`src/rtl/cmsdk_mcu_clken_gen.sv`:
```
// cmsdk_mcu_clken_gen
// Multi-channel programmable clock-enable generator for the Cortex-M0 MCU.
// Each channel divides FCLK by its own ratio, in toggle or pulse mode.
// Channel settings come in through a single-entry valid/ready slot. The
// slot's contents are written into the channel only at a terminal count,
// or at once if the channel is disabled, so an output never glitches.

module cmsdk_mcu_clken_gen #(
  parameter int          NUM_CH      = 2,
  parameter int          DIV_W       = 18,
  parameter int          DEFAULT_DIV = 1000,
  parameter logic [23:0] CALIB_10MS  = 24'd0,
  parameter logic        NOREF       = 1'b0
) (
  input  logic              FCLK,
  input  logic              SYSRESET,
  input  logic              CFG_VALID,
  output logic              CFG_READY,
  input  logic [3:0]        CFG_CH,
  input  logic [DIV_W-1:0]  CFG_DIV,
  input  logic              CFG_MODE,
  input  logic              CFG_EN,
  output logic              CFG_ERR,
  output logic [NUM_CH-1:0] CLKEN,
  output logic [25:0]       STCALIB
);

  localparam logic [DIV_W-1:0] DEF_DIV = DIV_W'(DEFAULT_DIV);

  // Per-channel state
  logic [DIV_W-1:0]  cnt [NUM_CH];
  logic [DIV_W-1:0]  div [NUM_CH];
  logic [NUM_CH-1:0] mode;
  logic [NUM_CH-1:0] en;
  logic [NUM_CH-1:0] clken;

  // Single pending configuration entry
  logic              pend_valid;
  logic [3:0]        pend_ch;
  logic [DIV_W-1:0]  pend_div;
  logic              pend_mode;
  logic              pend_en;
  logic              cfg_err;

  logic              accept;
  logic              req_bad;
  logic [NUM_CH-1:0] apply;

  // Toggle mode counts half periods, pulse mode counts whole periods
  function automatic logic [DIV_W-1:0] reload_of(input logic [DIV_W-1:0] n,
                                                 input logic m);
    return m ? (n - DIV_W'(1)) : ((n >> 1) - DIV_W'(1));
  endfunction

  assign CFG_READY = ~pend_valid;
  assign CFG_ERR   = cfg_err;
  assign CLKEN     = clken;
  assign STCALIB   = {NOREF, (CALIB_10MS == 24'd0), CALIB_10MS};

  assign accept  = CFG_VALID && CFG_READY;
  assign req_bad = ({1'b0, CFG_CH} >= 5'(NUM_CH)) ||
                   (CFG_EN && (CFG_DIV == '0)) ||
                   (CFG_EN && !CFG_MODE && (CFG_DIV[0] || (CFG_DIV < DIV_W'(2))));

  // A pending entry lands on its channel when that channel is idle or at terminal count
  always_comb begin
    apply = '0;
    for (int i = 0; i < NUM_CH; i++) begin
      apply[i] = pend_valid && (pend_ch == 4'(i)) && (!en[i] || (cnt[i] == '0));
    end
  end

  // Accept or reject requests into the pending slot; the slot frees on apply
  always_ff @(posedge FCLK) begin
    if (SYSRESET) begin
      pend_valid <= 1'b0;
      pend_ch    <= '0;
      pend_div   <= '0;
      pend_mode  <= 1'b0;
      pend_en    <= 1'b0;
      cfg_err    <= 1'b0;
    end else begin
      cfg_err <= accept && req_bad;
      if (accept && !req_bad) begin
        pend_valid <= 1'b1;
        pend_ch    <= CFG_CH;
        pend_div   <= CFG_DIV;
        pend_mode  <= CFG_MODE;
        pend_en    <= CFG_EN;
      end else if (|apply) begin
        pend_valid <= 1'b0;
      end
    end
  end

  // Channel counters and outputs, with a new setting loaded at its apply cycle
  always_ff @(posedge FCLK) begin
    if (SYSRESET) begin
      for (int i = 0; i < NUM_CH; i++) begin
        cnt[i]   <= '0;
        div[i]   <= DEF_DIV;
        mode[i]  <= 1'b0;
        en[i]    <= 1'b1;
        clken[i] <= 1'b0;
      end
    end else begin
      for (int i = 0; i < NUM_CH; i++) begin
        if (apply[i]) begin
          div[i]  <= pend_div;
          mode[i] <= pend_mode;
          en[i]   <= pend_en;
          if (pend_en) begin
            cnt[i] <= reload_of(pend_div, pend_mode);
            if (en[i]) begin
              clken[i] <= pend_mode ? 1'b1 : ~clken[i];
            end else begin
              clken[i] <= 1'b0;
            end
          end else begin
            cnt[i]   <= '0;
            clken[i] <= 1'b0;
          end
        end else if (!en[i]) begin
          cnt[i]   <= '0;
          clken[i] <= 1'b0;
        end else if (cnt[i] == '0) begin
          cnt[i]   <= reload_of(div[i], mode[i]);
          clken[i] <= mode[i] ? 1'b1 : ~clken[i];
        end else begin
          cnt[i] <= cnt[i] - DIV_W'(1);
          if (mode[i]) begin
            clken[i] <= 1'b0;
          end
        end
      end
    end
  end

endmodule

```
`config.mk`:
```
export PLATFORM = sky130hd
export DESIGN_NAME = cmsdk_mcu_clken_gen
export DESIGN_NICKNAME = d
export VERILOG_FILES = /design/src/rtl/cmsdk_mcu_clken_gen.sv
export SDC_FILE = /design/constraint.sdc
export NUM_CORES = 1
export LEC_CHECK = 0
export ABC_AREA = 1
export BUFFER_PORTS_ARGS = -buffer_cell sky130_fd_sc_hd__buf_4
export CORE_ASPECT_RATIO = 0.75
export CORE_UTILIZATION = 30
export CTS_CLUSTER_DIAMETER = 200
export DETAILED_ROUTE_END_ITERATION = 6
export GPL_TIMING_DRIVEN = 0
export MAX_ROUTING_LAYER = met4
export SETUP_SLACK_MARGIN = 0.2
export SLEW_MARGIN = 0
export SYNTH_ARGS = -nofsm -noshare
export SYNTH_HDL_FRONTEND = slang
export SYNTH_SLANG_ARGS = --single-unit
```
`constraint.sdc`:
```
create_clock -name FCLK -period 2 [get_ports FCLK]
set_input_delay 0.1 -clock FCLK [delete_from_list [all_inputs] [get_ports FCLK]]
set_output_delay 0.1 -clock FCLK [all_outputs]
set_load 0.02 [all_outputs]
```
# == After elaboration in Yosys (flattened, before gate mapping) ==
# Memories as Yosys holds them, arrays and structs flattened.
# Index checks and enable logic that the tools add are counted.
# W data, S select, Z words.
# classes
add_sub_neg,8
n_mul,0
div,0
magnitude_cmp,2
n_eq_ne,3
shift,0
mux,83
bitwise,15
reduce_logical,25
# op_table
op,count
$mux W18,15
$sub A18 B1 Y18 const B,5
$mux W1,68
$logic_not A18 Y1,3
$sub A17 B1 Y18 const B,3
$lt A18 B2 Y1 const B,1
$or A1 B1 Y1,12
$logic_and A1 B1 Y1,10
$ne A4 B2 Y1 const B,2
$logic_or A1 B1 Y1,5
$eq A4 B1 Y1 const B,1
$ge A4 B2 Y1 const B,1
$logic_not A1 Y1,4
$logic_not A4 Y1,1
$not A1 Y1,3
$reduce_bool A2 Y1,1
$reduce_or A2 Y1,1
# totals
register_bits,32
latchBits,0
ram_bits,72
romBits,0
output_inout_bits,30
n_memories,2
# mem_list
name,words,width,read_ports,rd_ports_with_merged_regs,wr,line,rtl
cnt,2,18,2,0,2,31,logic [DIV_W-1:0] cnt [NUM_CH];
div,2,18,2,0,2,32,logic [DIV_W-1:0] div [NUM_CH];

# == Longest topological paths before layout ==
# An unclocked memory read counts as a cell.
# depth
depth_word,12
mapped_depth,16
depth_no_buf,14

# == Least setup slack after synthesis ==
# Ideal clock, no wire load.
# synth_timing
kind,register to register
start,memory cnt[1][0]
end,"memory div[1][0] (netlist: div[0][18]), enable pin"
setup_ns,0.376
arrival_ns,1.807
t_required_ns,1.624
path_slack_ns,-0.183
stages_incl_launch_ff,13
path_buffers,0
period_less_slack_ns,2.183
path_cell_list,edfxtp_1 inv_1 ha_1 inv_1 nor2_1 nand2_1 nor2_2 nand2_1 inv_2 nand3_2 nand2_4 nand2_1 nand2_1
# synth_rtl
element,line
start: declaration,31
end: declaration,32

==> metrics.txt <==
status=finished with violations; failing checks=setup timing; # DRC=0; WL/cell=15.3 um; Nets=1,291; Tmin final=around 2.1 ns; Hold Crit Class=input port to flop; cts hold-fix bufs=0; final hold violation count=0; share of layout cells above drive strength 1=between 30% and 40%; GPL Wtd Cong=between 0.9 and 1; Area Growth Syn to Fin=43.0%; Syn Area/Cell=7.13 um^2; number of H-tree levels=3; CP startpoint kind=flop; fraction of the cycle the final worst path needs=105%; WHS Path Cells=3; DR pass1 iterations=7; commonest non-fill, non-tap cells in the layout=nand2_1, buf_4, inv_1, nor2_1, edfxtp_1; first-pass GRT wire length=36.8 mm; Worst path max stage delay=0.40 ns; vias=7,524; top-area cell type share of the netlist area=28.3%; Critical path origin=cnt[1][0]$_DFFE_PP_; clk sinks=104; RSZ-0062 raised after global routing=true; Worst-Margin Slew=1.09 ns; worst skew pair latency=roughly 0.37 ns; number of max-cap violations=0; CTS clock-pin slew for the worst setup and hold paths=~0.08 ns; Worst Hold End=pend_div[15]$_SDFFE_PP0P_; leading cell type in the layout, fill and taps excluded=nand2_1; worst reg2reg path depth=12; CP cell instances=inv_2, ha_4, inv_2, nor2_4, nand2_2, nor2_4, nand2_4, nor2_4, nand4_1, nor2_4, nand3_1, nand3_1; top cells by area, synth=edfxtp_1, nand2_1, dfxtp_1; Setup Skew=approximately 0.012 ns; # IOs=57; vias per cell=4.70; synth unique cells=between 40 and 50; final instance area=10,900 um^2; chip width=186 um; HP Start=CFG_DIV[15]; drt initial violations=706; Seq/Total Area, Yosys=36.7%; Crit Path Max Fanout=8; cell taking the most area after synthesis=edfxtp_1; pwr dens=516 nW/um^2; GRT overflow=0; Critical Path RT=approximately 2.2 ns; static leakage=4.73 nW; Crit path max-delay family=simple AND/OR/NAND/NOR gates; placed inst area=between 8000 and 9000 um^2; Crit-path slowest cell=edfxtp_1; fmax=0.474 GHz; detailed-route wire length=24.6 mm; register bit total from synthesis=approximately 100; Place WS=-0.492 ns; Layout Cells excl Fill=1,602; # setup viols final=77; reg2reg end=cnt[1][17]$_DFFE_PP_; DP Wirelength=17.6 mm; row count=50; Worst Setup Slack, final=-0.109 ns; Synth warnings=0; CTS tree=done; post-route ant nets=0; die outline height=between 100 and 150 um; clock root buffer=clkbuf_16; Arr. time, crit path=2.34 ns; maximum vdd drop=0.399 mV; Clock Tree Buf Depth=2; Buf/Inv on CP=2; Num CTS Buffers=9; reg2reg start=cnt[1][0]$_DFFE_PP_; Cells after Synth=roughly 1,100; Die ar.=~26,000 um^2; largest net degree at the start of global routing=20; core area=roughly 25,000 um^2; crit path kind=flop to flop; vias in the first global route=6,870; antenna fix cells=0; Placed Cells=1,500; Synth Cell Area=7640 um^2; Pins Over Slew Limit=0; initial antenna violation count=0; internal reg-to-reg setup slack=-0.11 ns; CP Capture Type=flop; initial core utilization=30.6%; Tot GR Track Use=between 10% and 20%; cell mode on critical path=nor2_4; port bufs=30; slew margin rel.=a little over a quarter
## synth_stat cells, drive strengths merged
master  count
a21boi      1
a21oi      39
a31oi       1
and2        2
buf        50
clkbuf      6
clkinv      2
conb        2
dfxtp      32
edfxtp     72
ha          5
inv       129
nand2     301
nand3      90
nand3b      3
nand4      22
nor2      162
nor3        9
o211ai      3
o21a        1
o21ai      95
o21bai      1
o22ai       3
or2         2
xnor2      15
xor2       24
## routing by layer
metal	GRT usage [%]	routed length [um]	vias up
met4	3.62	300	0
met1	27.4	11900	3497
li1	-	-	3767
met2	28.4	11100	232
met3	2.52	1260	28
met5	-	0	-
## stage by stage
| step | hold slack (ns) | utilization [%] | setup TNS (ns) | power [W] |
|---|---|---|---|---|
| after floorplan | 0.278 | - | 0 | 0.00315 |
| after global placement | 0.399 | 34.4 | -25.45 | 0.00340 |
| after detailed placement | 0.402 | 34.4 | -26.69 | 0.00341 |
| after CTS | 0.0189 | 41.2 | -3.88 | 0.00543 |
| after global routing | 0.0379 | 43.8 | -14.32 | 0.00584 |
| final | 0.0291 | 43.8 | -3.88 | 0.00563 |
## logic make-up after synthesis
family | synth area share (%)
other | 0.0983
AOI/OAI and AO/OA | 10.5
xor gates and xnor gates | 4.47
adders and majority gates | 0.819
buffers and inverters | 11.9
and+or+nand+nor | 35.5
DFF | 36.7
## layout make-up
type,count,area [um^2]
fill,2391,14000
timing repair buffer,109,963
tap,338,423
clock buffer,10,239
buffer,56,484
clock inverter,6,62.6
multi-input combinational,847,5420
timing repair inverter,1,7.51
inverter,131,514
sequential,104,2810
## worst max-delay path by stage
stage	end	slack, ns	cells past startpoint
global route	cnt[1][14]$_DFFE_PP_	-0.26	13
finish	cnt[1][17]$_DFFE_PP_	-0.11	12
detailed placement	div[0][10]$_DFFE_PP_	-0.49	15
floorplan	div[0][18]$_DFFE_PP_	0.09	12
CTS	cnt[1][14]$_DFFE_PP_	-0.12	13
global placement	div[0][14]$_DFFE_PP_	-0.43	15
## tightest hold or removal path: stages
cell     delay, ns
buf_4         0.08
o21ai_0       0.07
a21oi_1       0.10
## state kept, by name, indices dropped and copies added (netlist names)
signal,cells
pend_div,18
div,36
CFG_ERR,1
mode,2
cnt,36
pend_ch,4
pend_valid,1
pend_en,1
CLKEN,2
pend_mode,1
en,2
## power by group
part | leakage (nW) | switching [W] | internal (W)
sequential | 0.958 | 0.0000745 | 0.00239
clock | 0.148 | 0.000918 | 0.000914
combinational | 3.62 | 0.000806 | 0.000526
total | 4.73 | 0.00180 | 0.00383
## repair_timing
action                     4_1_cts  5_1_grt
pin swaps                       59       53
setup buffers                   50       22
resized for setup              220      126
cloned                          13        1
setup endpoints to repair      114      115
(Power assumes the default switching activity.)
